**src/rtl/delay_measure.sv**
```systemverilog
// delay_measure
//   Measures the number of clock edges between a rising edge on trigger_in
//   and the first edge at which the active-low delay_in_n is sampled low,
//   scales the count by a right shift of 0..3 and reports the result.
//
// Ports
//   clk               sole clock, rising-edge active
//   rst               asynchronous active-high reset
//   trigger_in        starts a measurement on its rising edge; dropping it
//                     mid-measurement cancels the measurement
//   delay_in_n        active-low delayed signal under measurement
//   mode_a, mode_b    scale shift {mode_b,mode_a}, captured at measurement start
//   weighted_bits_out last scaled result (saturates at all-ones)
//   meas_valid        one-cycle pulse when weighted_bits_out updates
//   overflow          last result saturated; updates with meas_valid
//   abort             one-cycle pulse when a measurement is cancelled
//   busy              high while a measurement is in progress
module delay_measure #(
  parameter int WEIGHT_BIT_WIDTH = 8
) (
  input  logic                        clk,
  input  logic                        rst,
  input  logic                        trigger_in,
  input  logic                        delay_in_n,
  input  logic                        mode_a,
  input  logic                        mode_b,
  output logic [WEIGHT_BIT_WIDTH-1:0] weighted_bits_out,
  output logic                        meas_valid,
  output logic                        overflow,
  output logic                        abort,
  output logic                        busy
);

  localparam int CW = WEIGHT_BIT_WIDTH + 3;

  typedef enum logic [1:0] {
    IDLE    = 2'd0,
    MEASURE = 2'd1,
    DONE    = 2'd2
  } state_t;

  state_t                      state_q, state_d;
  logic                        trig_q;
  logic                        rise;
  logic [CW-1:0]               count_q, count_d;
  logic [CW-1:0]               count_inc;
  logic [1:0]                  shift_q, shift_d;
  logic [1:0]                  eff_shift;
  logic [CW-1:0]               raw;
  logic [CW-1:0]               shifted;
  logic                        finish;
  logic [WEIGHT_BIT_WIDTH-1:0] weighted_q, weighted_d;
  logic                        overflow_q, overflow_d;
  logic                        meas_valid_q, meas_valid_d;
  logic                        abort_q, abort_d;

  assign rise = trigger_in & ~trig_q;

  // Saturating increment: the counter sticks at all-ones instead of wrapping.
  assign count_inc = (&count_q) ? count_q : count_q + CW'(1);

  // At the start edge the shift comes straight from the mode pins; afterwards
  // the captured copy is used so mode changes mid-measurement have no effect.
  assign eff_shift = (state_q == IDLE) ? {mode_b, mode_a} : shift_q;

  assign shifted = raw >> eff_shift;

  // Next-state and result logic. The counter holds k-1 at the edge E0+k, so
  // the completing edge reports count_q+1; completion at the start edge
  // itself reports zero. Completion is tested before abort so that a
  // simultaneous trigger drop still yields a result.
  always_comb begin
    state_d      = state_q;
    count_d      = count_q;
    shift_d      = shift_q;
    weighted_d   = weighted_q;
    overflow_d   = overflow_q;
    meas_valid_d = 1'b0;
    abort_d      = 1'b0;
    finish       = 1'b0;
    raw          = '0;

    case (state_q)
      IDLE: begin
        if (rise) begin
          count_d = '0;
          shift_d = {mode_b, mode_a};
          if (!delay_in_n) begin
            finish = 1'b1;
            raw    = '0;
          end else begin
            state_d = MEASURE;
          end
        end
      end
      MEASURE: begin
        if (!delay_in_n) begin
          finish = 1'b1;
          raw    = count_inc;
        end else if (!trigger_in) begin
          abort_d = 1'b1;
          state_d = IDLE;
        end else begin
          count_d = count_inc;
        end
      end
      DONE: begin
        state_d = IDLE;
      end
      default: begin
        state_d = IDLE;
      end
    endcase

    // The result is loaded on the completing edge so that it is visible in
    // the DONE cycle together with the meas_valid pulse.
    if (finish) begin
      state_d      = DONE;
      meas_valid_d = 1'b1;
      if (|shifted[CW-1:WEIGHT_BIT_WIDTH]) begin
        weighted_d = '1;
        overflow_d = 1'b1;
      end else begin
        weighted_d = shifted[WEIGHT_BIT_WIDTH-1:0];
        overflow_d = 1'b0;
      end
    end
  end

  always_ff @(posedge clk or posedge rst) begin
    if (rst) begin
      state_q      <= IDLE;
      trig_q       <= 1'b0;
      count_q      <= '0;
      shift_q      <= 2'd0;
      weighted_q   <= '0;
      overflow_q   <= 1'b0;
      meas_valid_q <= 1'b0;
      abort_q      <= 1'b0;
    end else begin
      state_q      <= state_d;
      trig_q       <= trigger_in;
      count_q      <= count_d;
      shift_q      <= shift_d;
      weighted_q   <= weighted_d;
      overflow_q   <= overflow_d;
      meas_valid_q <= meas_valid_d;
      abort_q      <= abort_d;
    end
  end

  assign weighted_bits_out = weighted_q;
  assign overflow          = overflow_q;
  assign meas_valid        = meas_valid_q;
  assign abort             = abort_q;
  assign busy              = (state_q == MEASURE);

endmodule

```
**config.mk**
```make
export PLATFORM = sky130hd
export DESIGN_NAME = delay_measure
export DESIGN_NICKNAME = d
export VERILOG_FILES = /design/src/rtl/delay_measure.sv
export SDC_FILE = /design/constraint.sdc
export NUM_CORES = 1
export LEC_CHECK = 0
export ABC_AREA = 1
export BUFFER_PORTS_ARGS = -buffer_cell sky130_fd_sc_hd__buf_2
export CORE_UTILIZATION = 52
export CTS_CLUSTER_SIZE = 8
export DETAILED_ROUTE_END_ITERATION = 7
export GPL_TIMING_DRIVEN = 0
export PLACE_DENSITY = 0.75
export SYNTH_ARGS = -nofsm -noshare
export SYNTH_HDL_FRONTEND = slang
export SYNTH_SLANG_ARGS = --single-unit
```
**constraint.sdc**
```tcl
create_clock -name clk -period 1.6 [get_ports clk]
set_input_delay 0.16 -clock clk [delete_from_list [all_inputs] [get_ports clk]]
set_output_delay 0.16 -clock clk [all_outputs]
set_load 0.03 [all_outputs]
```
==> flow_summary.ini <==
[clocking]
clkTransAtPathRegs_ns = 0.16
worstSkewPairLatency_ns = 0.34
htree_levels = 1
cts_sinks = 27
cts_root_buf = clkbuf_4
cts_buffers = 3
tritoncts = built
clock_path_buffers = 2

[setup_path]
critPathLaunch = count_q[1]$_DFFE_PP0P_
critPathMaxFanout = 5
cp_num_buf_inv = 1
path_common_cell = nand2_2
crit_path_start_kind = register
required_ns = 1.89
critPathKind = reg -> reg
path_cells = ha_4, inv_2, nor2_4, nand2_2, o21ai_2, nand2_2, o211ai_4, nand2_2, nand3_1
slowest_delay_ns = 0.43
critPathTopFamily = simple AND/OR/NAND/NOR gates
arrival_ns = 1.92
r2r_start = count_q[1]$_DFFE_PP0P_
endpoint_kind = register
crit_slowest_cell = dfrtp_1

[outcome]
status = finished with violations
violations = setup timing

[timing]
setup_slack_ns = -0.0342
finalHoldViolCount = 0
setup_tns_ns = -0.159
finClkSkew_ns = 0.00315
slew_headroom_pct = 33.9
min_period_ns = 1.63
fmax_ghz = 0.612
slew_violations = 0
hold_ws_ns = 0.0194
setup_violations = 8
grt_setup_unrepaired = true
worst_pin_slew_ns = 0.991
fin_crit_sh_pct = 102

[synthesis]
synth_edf_count = 0
synth_nets = 234
yosys_warnings = 0
ys_seq_area_share_pct = 39.5
syn_avg_cell_area_um2 = 7.53
ys.flop_type = dfrtp_1
synth.distinct_cells = 29
ys_seq_elements = 27
async_flop_share_pct = 100
synth_area_mm2 = 0.00171
synth_cells = 227

[power]
power_density_mw_per_mm2 = 865
ir_drop_uv = 691
total_power_mw = 1.76
leakagePower_nw = 0.989

[floorplanning]
io_pins = 18
std_cell_rows = 20
die_h_um = 59.4
die_width_um = 59.4
initial_core_util_pct = 55.6
core_mm2 = 0.00308
dieArea_mm2 = 0.00352

[route]
vias = 1643
ant_nets = 0
routed_wl_mm = 3.89
drtPass1Iterations = 4
via_per_inst = 5.42
first_iter_violations = 83
drc_errors = 0
wl_per_cell_um = 12.8

[global_route]
grt.overflow.total = 0
grt_util_all_layers_pct = 25.1
grt_max_degree = 28
grt_pass1_wl_mm = 6.53
antenna_found_initial = 0
first_global_vias = 1477

[layout]
final_core_util_pct = 66.0
final-instance-count-excl-fill = 303
antenna_cells = 0
area_delta_synth_final_pct = 18.7
fin_area_mm2 = 0.00203
layout-drive-gt1-share_pct = 26.6
layout.nets = 267

[placed_design]
place.gp.congestion = 0.879
dp_slack_ns = -0.198
placed_area_mm2 = 0.00185
place_inst = 288
portBuffers = 17
hpwl_mm = 2.82

[flow_run]
cap_violations = 0

[worst_hold_path]
min_path_type = in -> async
## placed cells by master (no fill, tap or decap), types with 2 or more instances in the layout
cell type and instances:
nand3_1 29, nand2_1 55, o22ai_1 6, a21oi_1 4, nand3_2 2, nor2_2 3, buf_6 3, o21ai_0 9
buf_2 17, nor2_1 8, dfrtp_1 27, nand2_2 12, dlygate4sd3_1 2, nand3_4 2, clkbuf_4 4, buf_4 8
inv_2 4, nor2_4 6, inv_1 28, nand4_1 16, o21ai_2 2
## worst paths after layout
kind	endpoint	slack [ns]	cells past startpoint
setup / recovery	overflow$_DFFE_PP0P_	-0.03	9
hold / removal	meas_valid$_DFF_PP0_	0.02	2
setup reg to reg	overflow$_DFFE_PP0P_	-0.03	9
hold reg to reg	weighted_bits_out[1]$_DFFE_PP0P_	0.52	2
max in group asynchronous	count_q[0]$_DFFE_PP0P_	0.99	2
min in group clk	abort$_DFF_PP0_	0.06	3
## worst register-to-register path, cell delays in order, from the launching register on
cell and delay, ns:
dfrtp_1 0.43, ha_4 0.16, inv_2 0.04, nor2_4 0.18, nand2_2 0.10, o21ai_2 0.15
nand2_2 0.09, o211ai_4 0.22, nand2_2 0.12, nand3_1 0.10
## per-layer routing
metal  wire length [um]  track usage, %  part of all wire (%)
met2               1910            42.5                    49
met4                 51            5.78                   1.3
met3                194            5.02                   5.0
met5                  0               0                     0
met1               1740            32.9                    45
## where the power goes
part           internal, mW  switching, mW
combinational         0.202          0.408
clock                0.0960          0.225
sequential            0.769         0.0571
total                  1.07          0.690
## kinds of logic (layout without fill, tap and decap cells)
logic type | Yosys count | in the layout | synth area share (%)
compound gates | 25 | 25 | 9.07
simple gates | 136 | 137 | 40.4
buf+inv | 36 | 67 | 9.29
flops | 27 | 27 | 39.5
xor+xnor | 2 | 2 | 1.02
fa+ha+maj | 1 | 1 | 0.731
## repair_timing
item,in CTS,in global routing
hold buffers,1,1
gates resized for setup,10,5
setup endpoints to repair,14,20
pin swaps,4,1
buffers inserted,7,1
endpoints found under the hold margin,1,1
cloned,1,0
## cells in the mapped netlist, types with 2 or more instances
| library cell | n | area [um^2] |
|---|---|---|
| nand3_1 | 29 | 145 |
| inv_2 | 2 | 7.51 |
| o21ai_2 | 3 | 26.3 |
| buf_6 | 3 | 33.8 |
| nand4_1 | 16 | 100 |
| nor2_4 | 3 | 33.8 |
| nor2_2 | 5 | 31.3 |
| nand2_1 | 58 | 218 |
| nand3_2 | 3 | 30.0 |
| nor2_1 | 9 | 33.8 |
| a21oi_1 | 4 | 20.0 |
| inv_1 | 29 | 109 |
| o22ai_1 | 6 | 37.5 |
| o21ai_0 | 9 | 45.0 |
| nand2_2 | 8 | 50.1 |
| dfrtp_1 | 27 | 676 |
## layout make-up
class | instances | area, um^2
repair buffers | 27 | 165
clock inverters | 1 | 7.51
multi-input cells | 165 | 943
fillers | 309 | 1050
plain buffers | 4 | 41.3
clock buffers | 3 | 22.5
flip-flops and latches | 27 | 676
inverters | 32 | 120
well taps | 44 | 55.1
## registers in the layout, summed over array words and instances, names as in the netlist
signal / cells
overflow: 1
count_q: 11
shift_q: 2
weighted_bits_out: 8
trig_q: 1
abort: 1
state_q: 2
meas_valid: 1
No activity file was read; power rests on OpenSTA's default activity.
